$ cat src/rtl/orb_pkg.sv
// ----------------------------------------------------------------------------
// orb_pkg
// Shared types and constants for the orbit frame read-out path.
//   orbState_t : read-out sequencer states (IDLE, SWAP, READ, DRAIN)
//   WORD_W     : width of one frame-store word
//   ADDR_W     : width of the frame-store word index
//   CSUM_W     : width of the optional modulo-4096 frame checksum
// ----------------------------------------------------------------------------
package orb_pkg;

    localparam int WORD_W = 12;
    localparam int ADDR_W = 11;
    localparam int CSUM_W = 12;

    typedef enum logic [1:0] {
        IDLE  = 2'd0,
        SWAP  = 2'd1,
        READ  = 2'd2,
        DRAIN = 2'd3
    } orbState_t;

endpackage

$ cat src/rtl/orb_skid_fifo.sv
// ----------------------------------------------------------------------------
// orb_skid_fifo
// Small synchronous FIFO that absorbs transmitter back-pressure. The entry at
// the head is mirrored into a dedicated register so the stream data output
// comes straight from a flop.
// Parameters: DEPTH (power of two, >= 2), WIDTH (data bits).
// Ports:
//   clk, rst  : clock, asynchronous active-low reset
//   push      : write pushData this cycle (dropped if full and not popping)
//   pushData  : write data
//   pop       : remove the head entry (ignored when empty)
//   headData  : registered head entry, 0 after reset
//   empty     : no entries
//   full      : DEPTH entries
//   count     : current occupancy, 0..DEPTH
// ----------------------------------------------------------------------------
module orb_skid_fifo #(
    parameter  int DEPTH = 4,
    parameter  int WIDTH = 12,
    localparam int CNT_W = $clog2(DEPTH) + 1
) (
    input  logic             clk,
    input  logic             rst,
    input  logic             push,
    input  logic [WIDTH-1:0] pushData,
    input  logic             pop,
    output logic [WIDTH-1:0] headData,
    output logic             empty,
    output logic             full,
    output logic [CNT_W-1:0] count
);

    localparam int PTR_W = $clog2(DEPTH);

    logic [WIDTH-1:0] mem [DEPTH];
    logic [PTR_W-1:0] wrPtr;
    logic [PTR_W-1:0] rdPtr;
    logic [PTR_W-1:0] rdNext;
    logic             doPush;
    logic             doPop;

    assign empty  = (count == '0);
    assign full   = (count == CNT_W'(DEPTH));
    assign doPop  = pop && !empty;
    assign doPush = push && (!full || doPop);
    assign rdNext = rdPtr + 1'b1;

    // NOTE: the storage array carries no reset; pointers and count define
    // which entries are meaningful, so clearing the data buys nothing.
    always_ff @(posedge clk) begin
        if (doPush) begin
            mem[wrPtr] <= pushData;
        end
    end

    // NOTE: every register here uses <= so all updates see pre-edge values,
    // e.g. the head reload reads mem before this edge's write lands.
    always_ff @(posedge clk or negedge rst) begin
        if (!rst) begin
            wrPtr    <= '0;
            rdPtr    <= '0;
            count    <= '0;
            headData <= '0;
        end else begin
            if (doPush) begin
                wrPtr <= wrPtr + 1'b1;
            end
            if (doPop) begin
                rdPtr <= rdNext;
            end
            count <= count + CNT_W'(doPush) - CNT_W'(doPop);

            // The head register follows whatever becomes the front entry:
            // the incoming word when the FIFO is (or is becoming) empty,
            // otherwise the next stored entry behind the popped one.
            if (doPush && (empty || (count == CNT_W'(1) && doPop))) begin
                headData <= pushData;
            end else if (doPop && count > CNT_W'(1)) begin
                headData <= mem[rdNext];
            end
        end
    end

endmodule

$ cat src/rtl/orb_frame_reader.sv
// ----------------------------------------------------------------------------
// orb_frame_reader
// Read-out stage for the ping-pong orbit frame store. Per frame it flips the
// bank select, waits GUARD cycles, reads FRAME_WORDS words in address order
// and streams them out over valid/ready through a credit-limited skid FIFO.
// Optional feature macro: ORB_CHECKSUM_EN -- appends a 12-bit additive
// checksum word after the last data word of each frame.
// Ports:
//   clk, rst    : clock, asynchronous active-low reset
//   frmStart    : one-cycle pulse, the current write bank is complete
//   orbData     : frame-store read data, valid RD_LAT cycles after RE
//   SW          : bank select, toggles once per accepted frmStart
//   RE, rAddr   : frame-store read enable and word index
//   outWord     : stream data (FIFO head)
//   outValid    : stream valid (FIFO not empty)
//   outReady    : stream ready from the transmitter
//   frameDone   : one-cycle pulse after the frame's final word is accepted
//   overrun     : sticky, frmStart seen while busy
// ----------------------------------------------------------------------------
module orb_frame_reader
    import orb_pkg::*;
#(
    parameter int FRAME_WORDS = 2048,
    parameter int RD_LAT      = 3,
    parameter int FIFO_DEPTH  = 4,
    parameter int GUARD       = 2
) (
    input  logic              clk,
    input  logic              rst,
    input  logic              frmStart,
    input  logic [WORD_W-1:0] orbData,
    output logic              SW,
    output logic              RE,
    output logic [ADDR_W-1:0] rAddr,
    output logic [WORD_W-1:0] outWord,
    output logic              outValid,
    input  logic              outReady,
    output logic              frameDone,
    output logic              overrun
);

    localparam int CNT_W   = $clog2(FIFO_DEPTH) + 1;
    localparam int GUARD_W = (GUARD > 0) ? $clog2(GUARD + 1) : 1;
    localparam logic [ADDR_W-1:0] LAST_ADDR = ADDR_W'(FRAME_WORDS - 1);

    orbState_t           state;
    logic [GUARD_W-1:0]  guardCnt;
    logic [ADDR_W-1:0]   addrCnt;
    logic [RD_LAT-1:0]   rePipe;
    logic [3:0]          inFlight;
    logic                creditOk;
    logic                pop;
    logic                lastPop;
    logic                allPushed;
    logic                fifoPush;
    logic [WORD_W-1:0]   pushData;
    logic                fifoEmpty;
    logic                fifoFull;
    logic [CNT_W-1:0]    fifoCount;

    // In-flight reads: population of the RE delay line.
    // NOTE: always_comb assigns a default before the loop so no path leaves
    // inFlight unassigned, which would otherwise infer a latch.
    always_comb begin
        inFlight = '0;
        for (int i = 0; i < RD_LAT; i++) begin
            inFlight = inFlight + 4'(rePipe[i]);
        end
    end

    assign pop      = outValid && outReady;
    assign outValid = !fifoEmpty;

    // A read may issue only if every word already owed to the FIFO, plus
    // this one, fits once the current pop has freed its slot. The credit
    // check depends on this cycle's pop, so RE is decoded combinationally
    // from registered state; that is what lets reads stream back-to-back
    // whenever FIFO_DEPTH exceeds RD_LAT.
    assign creditOk = (int'(inFlight) + int'(fifoCount)) < (FIFO_DEPTH + int'(pop));
    assign RE       = (state == READ) && creditOk;
    assign rAddr    = addrCnt;

    // The tail of the RE delay line marks orbData as the word read RD_LAT
    // cycles ago.
    always_ff @(posedge clk or negedge rst) begin
        if (!rst) begin
            rePipe <= '0;
        end else begin
            for (int i = RD_LAT - 1; i > 0; i--) begin
                rePipe[i] <= rePipe[i-1];
            end
            rePipe[0] <= RE;
        end
    end

`ifdef ORB_CHECKSUM_EN
    logic [CSUM_W-1:0] csum;
    logic              csumSent;
    logic              csumPush;

    // The checksum enters the FIFO once every data word has landed in it.
    assign csumPush  = (state == DRAIN) && !csumSent && (inFlight == '0) && !fifoFull;
    assign fifoPush  = rePipe[RD_LAT-1] || csumPush;
    assign pushData  = csumPush ? csum : orbData;
    assign allPushed = csumSent;

    always_ff @(posedge clk or negedge rst) begin
        if (!rst) begin
            csum     <= '0;
            csumSent <= 1'b0;
        end else if (state == IDLE && frmStart) begin
            csum     <= '0;
            csumSent <= 1'b0;
        end else begin
            if (rePipe[RD_LAT-1]) begin
                csum <= csum + orbData;
            end
            if (csumPush) begin
                csumSent <= 1'b1;
            end
        end
    end
`else
    assign fifoPush  = rePipe[RD_LAT-1];
    assign pushData  = orbData;
    assign allPushed = 1'b1;
`endif

    // Final handshake of the frame: nothing owed, nothing left to push and
    // the last FIFO entry leaving now.
    assign lastPop = (state == DRAIN) && allPushed && (inFlight == '0)
                     && (fifoCount == CNT_W'(1)) && pop;

    orb_skid_fifo #(
        .DEPTH (FIFO_DEPTH),
        .WIDTH (WORD_W)
    ) uFifo (
        .clk      (clk),
        .rst      (rst),
        .push     (fifoPush),
        .pushData (pushData),
        .pop      (pop),
        .headData (outWord),
        .empty    (fifoEmpty),
        .full     (fifoFull),
        .count    (fifoCount)
    );

    // Credit accounting guarantees room for every returning word.
    assert property (@(posedge clk) disable iff (!rst) !(fifoPush && fifoFull));

    always_ff @(posedge clk or negedge rst) begin
        if (!rst) begin
            state     <= IDLE;
            SW        <= 1'b0;
            guardCnt  <= '0;
            addrCnt   <= '0;
            frameDone <= 1'b0;
            overrun   <= 1'b0;
        end else begin
            frameDone <= 1'b0;
            if (frmStart && state != IDLE) begin
                overrun <= 1'b1;
            end

            case (state)
                IDLE: begin
                    if (frmStart) begin
                        SW       <= ~SW;
                        guardCnt <= GUARD_W'(GUARD);
                        state    <= SWAP;
                    end
                end
                SWAP: begin
                    if (guardCnt == '0) begin
                        addrCnt <= '0;
                        state   <= READ;
                    end else begin
                        guardCnt <= guardCnt - 1'b1;
                    end
                end
                READ: begin
                    if (RE) begin
                        // rAddr parks on the last address; no wrap.
                        if (addrCnt == LAST_ADDR) begin
                            state <= DRAIN;
                        end else begin
                            addrCnt <= addrCnt + 1'b1;
                        end
                    end
                end
                DRAIN: begin
                    if (lastPop) begin
                        frameDone <= 1'b1;
                        state     <= IDLE;
                    end
                end
                default: state <= IDLE;
            endcase
        end
    end

endmodule
$ cat config.mk
export PLATFORM = sky130hd
export DESIGN_NAME = orb_frame_reader
export DESIGN_NICKNAME = d
export VERILOG_FILES = /design/src/rtl/orb_pkg.sv /design/src/rtl/orb_skid_fifo.sv /design/src/rtl/orb_frame_reader.sv
export SDC_FILE = /design/constraint.sdc
export NUM_CORES = 1
export LEC_CHECK = 0
export ABC_CLOCK_PERIOD_IN_PS = 3700
export CORE_ASPECT_RATIO = 0.7
export CORE_MARGIN = 1
export CORE_UTILIZATION = 50
export DETAILED_ROUTE_END_ITERATION = 10
export GPL_TIMING_DRIVEN = 1
export PLACE_DENSITY = 0.84
export SLEW_MARGIN = 10
export SYNTH_ARGS = -nofsm -noshare
export SYNTH_HDL_FRONTEND = slang
export SYNTH_HIERARCHICAL = 1
export SYNTH_SLANG_ARGS = --single-unit
$ cat constraint.sdc
create_clock -name clk -period 3.7 [get_ports clk]
set_input_delay 0.74 -clock clk [delete_from_list [all_inputs] [get_ports clk]]
set_output_delay 0.74 -clock clk [all_outputs]
set_load 0.02 [all_outputs]
==> summary.log, run 1 <==
qor: drt.routed-wl-met2 4222 µm
qor: clock_tree.cts_max_level 3
qor: sta.max_clock_freq 286.9 MHz
qor: critical_path.crit_required 2.96 ns
qor: synth.synth_nets 334
qor: final_layout.final_core_util 0.6172
qor: global_routing.number_of_antenna_violations_at_the_first_check_in_global_routing 0
qor: synth.syn_area 4054 µm²
qor: global_routing.global_route.usage.total 0.2233
qor: sta.tns 0 ns
qor: critical_path.path_class reg -> out
qor: critical_path.start_kind flip-flop
qor: drt.num_vias 2681
qor: final_layout.final_layout_size_suffix_gt1_frac 0.1461
qor: sta.setup_viol_count_final 0
qor: final_layout.final_cell_count_no_fill 450
qor: pwr.static-leakage-power 1.820 nW
qor: final_layout.layout.cell_area.non_filler 4858 µm²
qor: clock_tree.ctsLongestPathBuffers 2
qor: synth.synthesis.area_per_instance 13.56 µm²
qor: clock_tree.clock_latency 0.34 ns
qor: drt.detail_route.first_pass.iterations 4
qor: drt.wl_met1 3639 µm
qor: placement.post-dp-hpwl 5569 µm
qor: critical_path.data_arrival_critical_path 2.75 ns
qor: pwr.total_power 4.382 mW
qor: critical_path.cp-end-kind output port
qor: sta.relSlewSlack 0.3899
qor: final_layout.seq_area 2442 µm²
qor: clock_tree.cts.hold.buffers_added 0
qor: drt.drc_errors 0
qor: clock_tree.cts.sinks 88
qor: clock_tree.cts-root-buf clkbuf_16
qor: placement.place_area 4559 µm²
qor: drt.dr_wl_met3 596 µm
qor: drt.antenna_violating_nets_post_route 0
qor: die.die_w 109.6 µm
qor: sta.report.final.slew_viol_count 0
qor: sta.period_utilization_post_route 0.9422
qor: pwr.powerDensity 901.9 nW/µm²
qor: global_routing.grt_pass1_vias 2749
qor: final_layout.area_growth 19.85%
qor: placement.post-place-cells 434
qor: final_layout.filler_cells 576
qor: outcome.status finished clean
qor: placement.port_buffers 43
qor: drt.detail_route.wl_per_cell 19.02 µm
qor: drt.routed_wl 8559 µm
qor: sta.worstMarginPinSlew 0.9152 ns
qor: sta.post-route-min-period 3.486 ns
qor: die.die_height 77.34 µm
qor: flow_run.max_cap_violations 0
qor: die.die_area 8477 µm²
qor: sta.number_of_hold_violations_in_the_final_report 0
qor: global_routing.gr-total-overflow 0
qor: synth.netlist_instances 299
qor: clock_tree.clk_pin_slew 0.07 ns
qor: final_layout.antenna-diode-count 0
qor: die.pin_count 44
qor: clock_tree.tritoncts_clock_tree yes
qor: clock_tree.tritoncts.num_buffers 9
qor: sta.rsz0062_at_grt false
qor: critical_path.crit_fanout 2
qor: final_layout.area_occupied_by_multi_input_gates 1468 µm²
qor: critical_path.worst-r2r-setup-slack 0.51 ns
qor: pwr.irDropWorstVdd 0.0003655 V
qor: sta.finalClockSkew 0.01093 ns
qor: global_routing.grt_max_degree 41
qor: drt.dr.max_layer_used met4
qor: min_path.timing.hold.worst.class reg -> reg
qor: drt.routed_via_density 5.958
qor: synth.ys_warn_count 6
qor: die.initial_utilization 0.5150
qor: final_layout.nets 379
qor: placement.finalWeightedCongestion 0.7422
qor: die.area_of_the_core_region 7871 µm²
qor: die.core.rowCount 27
qor: drt.drt_iter0_drc 152
qor: global_routing.global_route_wire_length_before_repair 14040 µm
state kept, by name (all words and copies together) (netlist names):
register        flops
SW                  1
frameDone           1
guardCnt            2
overrun             1
rAddr              11
rePipe              3
state               2
uFifo/count         3
uFifo/headData     12
uFifo/mem          48
uFifo/rdPtr         2
uFifo/wrPtr         2
through the flow:
step / hold WS [ns] / setup WS [ns]
5_1_grt: 0.4488 / 0.1220
3_3_place_gp: 0.3941 / 0.2368
6_report: 0.4283 / 0.2140
3_5_place_dp: 0.4154 / 0.1392
2_1_floorplan: 0.3856 / 0.7527
4_1_cts: 0.4315 / 0.05872
what timing repair did:
| item | in CTS | in global routing |
|---|---|---|
| cloned | 0 | 0 |
| pin swaps | 0 | 0 |
| resized for setup | 1 | 2 |
| setup endpoints to repair | 1 | 1 |
| endpoints found under the hold margin | 0 | 0 |
| buffers inserted | 0 | 0 |
cell type report:
type	instances	share of cell area
tap	101	0.02601
inverter	20	0.01545
clock inverter	7	0.01622
timing repair buffer	46	0.09117
sequential	88	0.5027
multi-input combinational	179	0.3021
clock buffer	9	0.04636
routing by layer:
metal,GRT usage,up-vias
li1,-,1226
met1,0.3150,1331
met2,0.3453,115
met3,0.05462,9
met4,0.06667,0
met5,0,-
cells in the final DEF (no fill, tap or decap), types with 4 or more instances in the layout:
| master | n |
|---|---|
| o21ai_1 | 4 |
| a21oi_1 | 6 |
| edfxtp_1 | 48 |
| nor2_1 | 7 |
| clkbuf_16 | 9 |
| o21ai_0 | 17 |
| nand3_1 | 20 |
| a31oi_1 | 12 |
| mux4_2 | 12 |
| inv_1 | 20 |
| nor3_1 | 14 |
| and2_2 | 4 |
| clkdlybuf4s50_1 | 41 |
| nand2_1 | 10 |
| dfrtp_1 | 40 |
| xnor2_1 | 5 |
| ha_1 | 16 |
path summary, 6_finish.rpt:
check	startpoint	depth (start not counted)	endpoint
worst max-delay path	rePipe[0]$_DFF_PN0_	8	RE
worst min-delay path	rePipe[0]$_DFF_PN0_	0	rePipe[1]$_DFF_PN0_
worst max register to register	rePipe[0]$_DFF_PN0_	10	rAddr[2]$_DFFE_PN0P_
max in group asynchronous	rst	1	uFifo/wrPtr[0]$_DFFE_PN0P_
worst min register to register	rePipe[0]$_DFF_PN0_	0	rePipe[1]$_DFF_PN0_
min in group asynchronous	rst	1	rAddr[5]$_DFFE_PN0P_
worst max-delay path: stages (launching register included):
cell       delay [ns]
dfrtp_1          0.41
fa_1             0.58
ha_1             0.18
inv_1            0.06
fa_1             0.47
nand4bb_1        0.12
a22oi_2          0.21
and2_1           0.19
clkbuf_2         0.18
report_power, final:
part	internal [mW]	switching, mW	total [mW]	leakage (nW)
logic	0.841	1.02	1.86	0.747
registers	1.36	0.253	1.61	0.928
clock network	0.530	0.383	0.913	0.146
total	2.73	1.66	4.38	1.82
Power figures use the tool's default switching activity.
==> run 2: changes to the inputs <==
--- a/config.mk
+++ b/config.mk
@@ -7,7 +7,7 @@
 export LEC_CHECK = 0
 export ABC_CLOCK_PERIOD_IN_PS = 3700
 export CORE_ASPECT_RATIO = 0.7
-export CORE_MARGIN = 1
+export CORE_MARGIN = 2
 export CORE_UTILIZATION = 50
 export DETAILED_ROUTE_END_ITERATION = 10
 export GPL_TIMING_DRIVEN = 1
==> run 2 against run 1 <==
  * Die area up 4.5%
  * Clock skew down 0.0026 ns
  * Critical path depth unchanged
  * Critical path type unchanged
  * Critical endpoint unchanged
==> summary.log, run 2 (synthesis gave the netlist of run 1 again) <==
qor: final_layout.regMostFlops uFifo/mem
qor: sta.period_utilization_post_route 0.9567 [+0.01454]
qor: die.core.rowCount 27 [unchanged]
qor: clock_tree.ctsLongestPathBuffers 2 [unchanged]
qor: drt.drt_iter0_drc 237 [+56%]
qor: global_routing.grt_pass1_vias 2799 [+1.8%]
qor: die.die_height 79.34 µm [+2.6%]
qor: global_routing.grt_max_degree 41 [unchanged]
qor: critical_path.start_kind flip-flop
qor: critical_path.cp-end-kind output port
qor: drt.drc_errors 0 [unchanged]
qor: placement.finalWeightedCongestion 0.7809 [+5.2%]
qor: critical_path.crit_fanout 2 [unchanged]
qor: sta.worstMarginPinSlew 0.9087 ns [-0.006437 ns]
qor: clock_tree.cts.hold.buffers_added 0 [unchanged]
qor: sta.finalClockSkew 0.008307 ns [-0.002623 ns]
qor: drt.antenna_violating_nets_post_route 0 [unchanged]
qor: global_routing.global_route.usage.total 0.1998 [-0.02355]
qor: placement.post-place-cells 435 [+0.23%]
qor: sta.number_of_hold_violations_in_the_final_report 0 [unchanged]
qor: drt.num_vias 2759 [+2.9%]
qor: final_layout.final_cell_count_no_fill 451 [+0.22%]
qor: die.die_w 111.6 µm [+1.8%]
qor: drt.detail_route.wl_per_cell 18.64 µm [-2.0%]
qor: clock_tree.clk_pin_slew 0.06 ns [about the same]
qor: sta.max_clock_freq 282.5 MHz [-1.5%]
qor: clock_tree.cts-root-buf clkbuf_16
qor: critical_path.path_class reg -> out
qor: sta.tns 0 ns [unchanged]
qor: pwr.static-leakage-power 1.814 nW [-0.36%]
qor: sta.setup_viol_count_final 0 [unchanged]
qor: final_layout.layout.cells.most_common edfxtp_1
qor: outcome.status finished clean
qor: final_layout.area_growth 19.57%
qor: die.area_of_the_core_region 7871 µm² [unchanged]
qor: final_layout.nets 380 [+0.26%]
qor: critical_path.worst_path_max_delay_cell fa_1
qor: clock_tree.clock_latency 0.33 ns [about the same]
qor: placement.post-dp-hpwl 5623 µm [+0.97%]
qor: critical_path.worst-r2r-setup-slack 0.58 ns [+0.07 ns]
qor: pwr.powerDensity 884.4 nW/µm² [-2.0%]
qor: global_routing.number_of_antenna_violations_at_the_first_check_in_global_routing 0 [unchanged]
qor: flow_run.max_cap_violations 0 [unchanged]
qor: final_layout.final_layout_size_suffix_gt1_frac 0.1457 [-0.0004175]
qor: pwr.total_power 4.287 mW [-2.2%]
qor: final_layout.antenna-diode-count 0 [unchanged]
qor: critical_path.top_cell_by_count_worst_path fa_1
qor: pwr.irDropWorstVdd 0.0004074 V [+11%]
qor: drt.detail_route.first_pass.iterations 5 [+1]
qor: critical_path.data_arrival_critical_path 2.80 ns [+0.05 ns]
qor: placement.port_buffers 43 [unchanged]
qor: die.pin_count 44 [unchanged]
qor: sta.rsz0062_at_grt false
qor: clock_tree.cts.sinks 88 [unchanged]
qor: clock_tree.cts_max_level 3 [unchanged]
qor: clock_tree.tritoncts_clock_tree yes
qor: clock_tree.tritoncts.num_buffers 9 [unchanged]
qor: global_routing.gr-total-overflow 0 [unchanged]
qor: final_layout.seq_area 2442 µm² [unchanged]
qor: drt.routed_wl 8407 µm [-1.8%]
qor: critical_path.crit_chain fa_1, ha_1, inv_1, fa_1, nand4bb_1, a22oi_2, and2_1, clkdlybuf4s15_1
qor: sta.report.final.slew_viol_count 0 [unchanged]
qor: sta.post-route-min-period 3.540 ns [+0.05378 ns]
qor: die.die_area 8855 µm² [+4.5%]
qor: drt.routed_via_density 6.118 [+2.7%]
qor: sta.relSlewSlack 0.3942 [+0.004291]
qor: critical_path.crit_required 2.96 ns [about the same]
qor: die.initial_utilization 0.5150 [unchanged]
qor: global_routing.global_route_wire_length_before_repair 13700 µm [-2.5%]
qor: final_layout.mostFrequentLayoutCells 48 x edfxtp_1, 41 x clkdlybuf4s50_1, 40 x dfrtp_1
qor: final_layout.area_occupied_by_multi_input_gates 1468 µm² [unchanged]
qor: final_layout.filler_cells 605 [+5.0%]
qor: min_path.timing.hold.worst.class reg -> reg
qor: critical_path.cp_slowest_stage_delay 0.57 ns [about the same]
qor: final_layout.largest_register_ff_count 48 [unchanged]
[run 2: cell types whose count changed in the layout (fill, tap and decap cells not counted), sizes merged]
cell | before | now
buf | 4 | 5
bufinv | 1 | 0
clkbuf | 10 | 9
clkdlybuf4s15 | 0 | 1
clkinv | 3 | 4
[run 2: through the flow]
step | hold slack, ns | worst slack [ns] | util | cell area, µm²
6_report | 0.4060 | 0.1602 | 0.6158 | 4847
5_1_grt | 0.4273 | 0.004403 | 0.6158 | 4847
4_1_cts | 0.4119 | 0.1070 | 0.6156 | 4846
3_5_place_dp | 0.4037 | 0.1813 | 0.5802 | 4567
3_3_place_gp | 0.3941 | 0.2357 | 0.5802 | 4567
2_1_floorplan | 0.3856 | 0.7527 | - | 4054
[run 2: power breakdown]
| part | switching, mW | internal [mW] |
|---|---|---|
| logic | 1.00 | 0.851 |
| clock network | 0.372 | 0.461 |
| registers | 0.245 | 1.36 |
[run 2: path summary, 6_finish.rpt]
| kind | start | endpoint | cells past startpoint |
|---|---|---|---|
| min in group asynchronous | rst | uFifo/headData[1]$_DFFE_PN0P_ | 1 |
| worst max-delay path | rePipe[0]$_DFF_PN0_ | RE | 8 |
| max in group asynchronous | rst | uFifo/headData[6]$_DFFE_PN0P_ | 1 |
| worst min-delay path | rePipe[0]$_DFF_PN0_ | rePipe[1]$_DFF_PN0_ | 0 |
| worst min register to register | rePipe[0]$_DFF_PN0_ | rePipe[1]$_DFF_PN0_ | 0 |
| worst max register to register | rePipe[0]$_DFF_PN0_ | rAddr[7]$_DFFE_PN0P_ | 10 |
[run 2: final cells by class]
type,instances,share of cell area
Clock inverter,7,0.01136
Multi-Input combinational cell,179,0.3028
Inverter,20,0.01549
Timing Repair Buffer,47,0.09396
Sequential cell,88,0.5039
Clock buffer,9,0.04646
Tap cell,101,0.02607
[run 2: metal layers]
metal  GRT usage  share of wire  vias to the layer above
met4     0.06173          0.014                        0
met3     0.05954          0.084                       14
met5           0              0                        -
li1            -              -                     1224
met1      0.2517           0.40                     1391
met2      0.3376           0.50                      130
[run 2: critical path: cells and delay by family, from the launching register on]
family	cells	cell delay, ns
DFF	1	0.39
buffers and inverters	2	0.38
and+or+nand+nor	2	0.29
AOI/OAI and AO/OA	1	0.20
adders and majority gates	3	1.22
[run 2: timing repair]
action | CTS | global route
pin swaps | 0 | 0
buffers inserted | 0 | 0
endpoints found under the setup margin | 1 | 1
gates resized for setup | 1 | 1
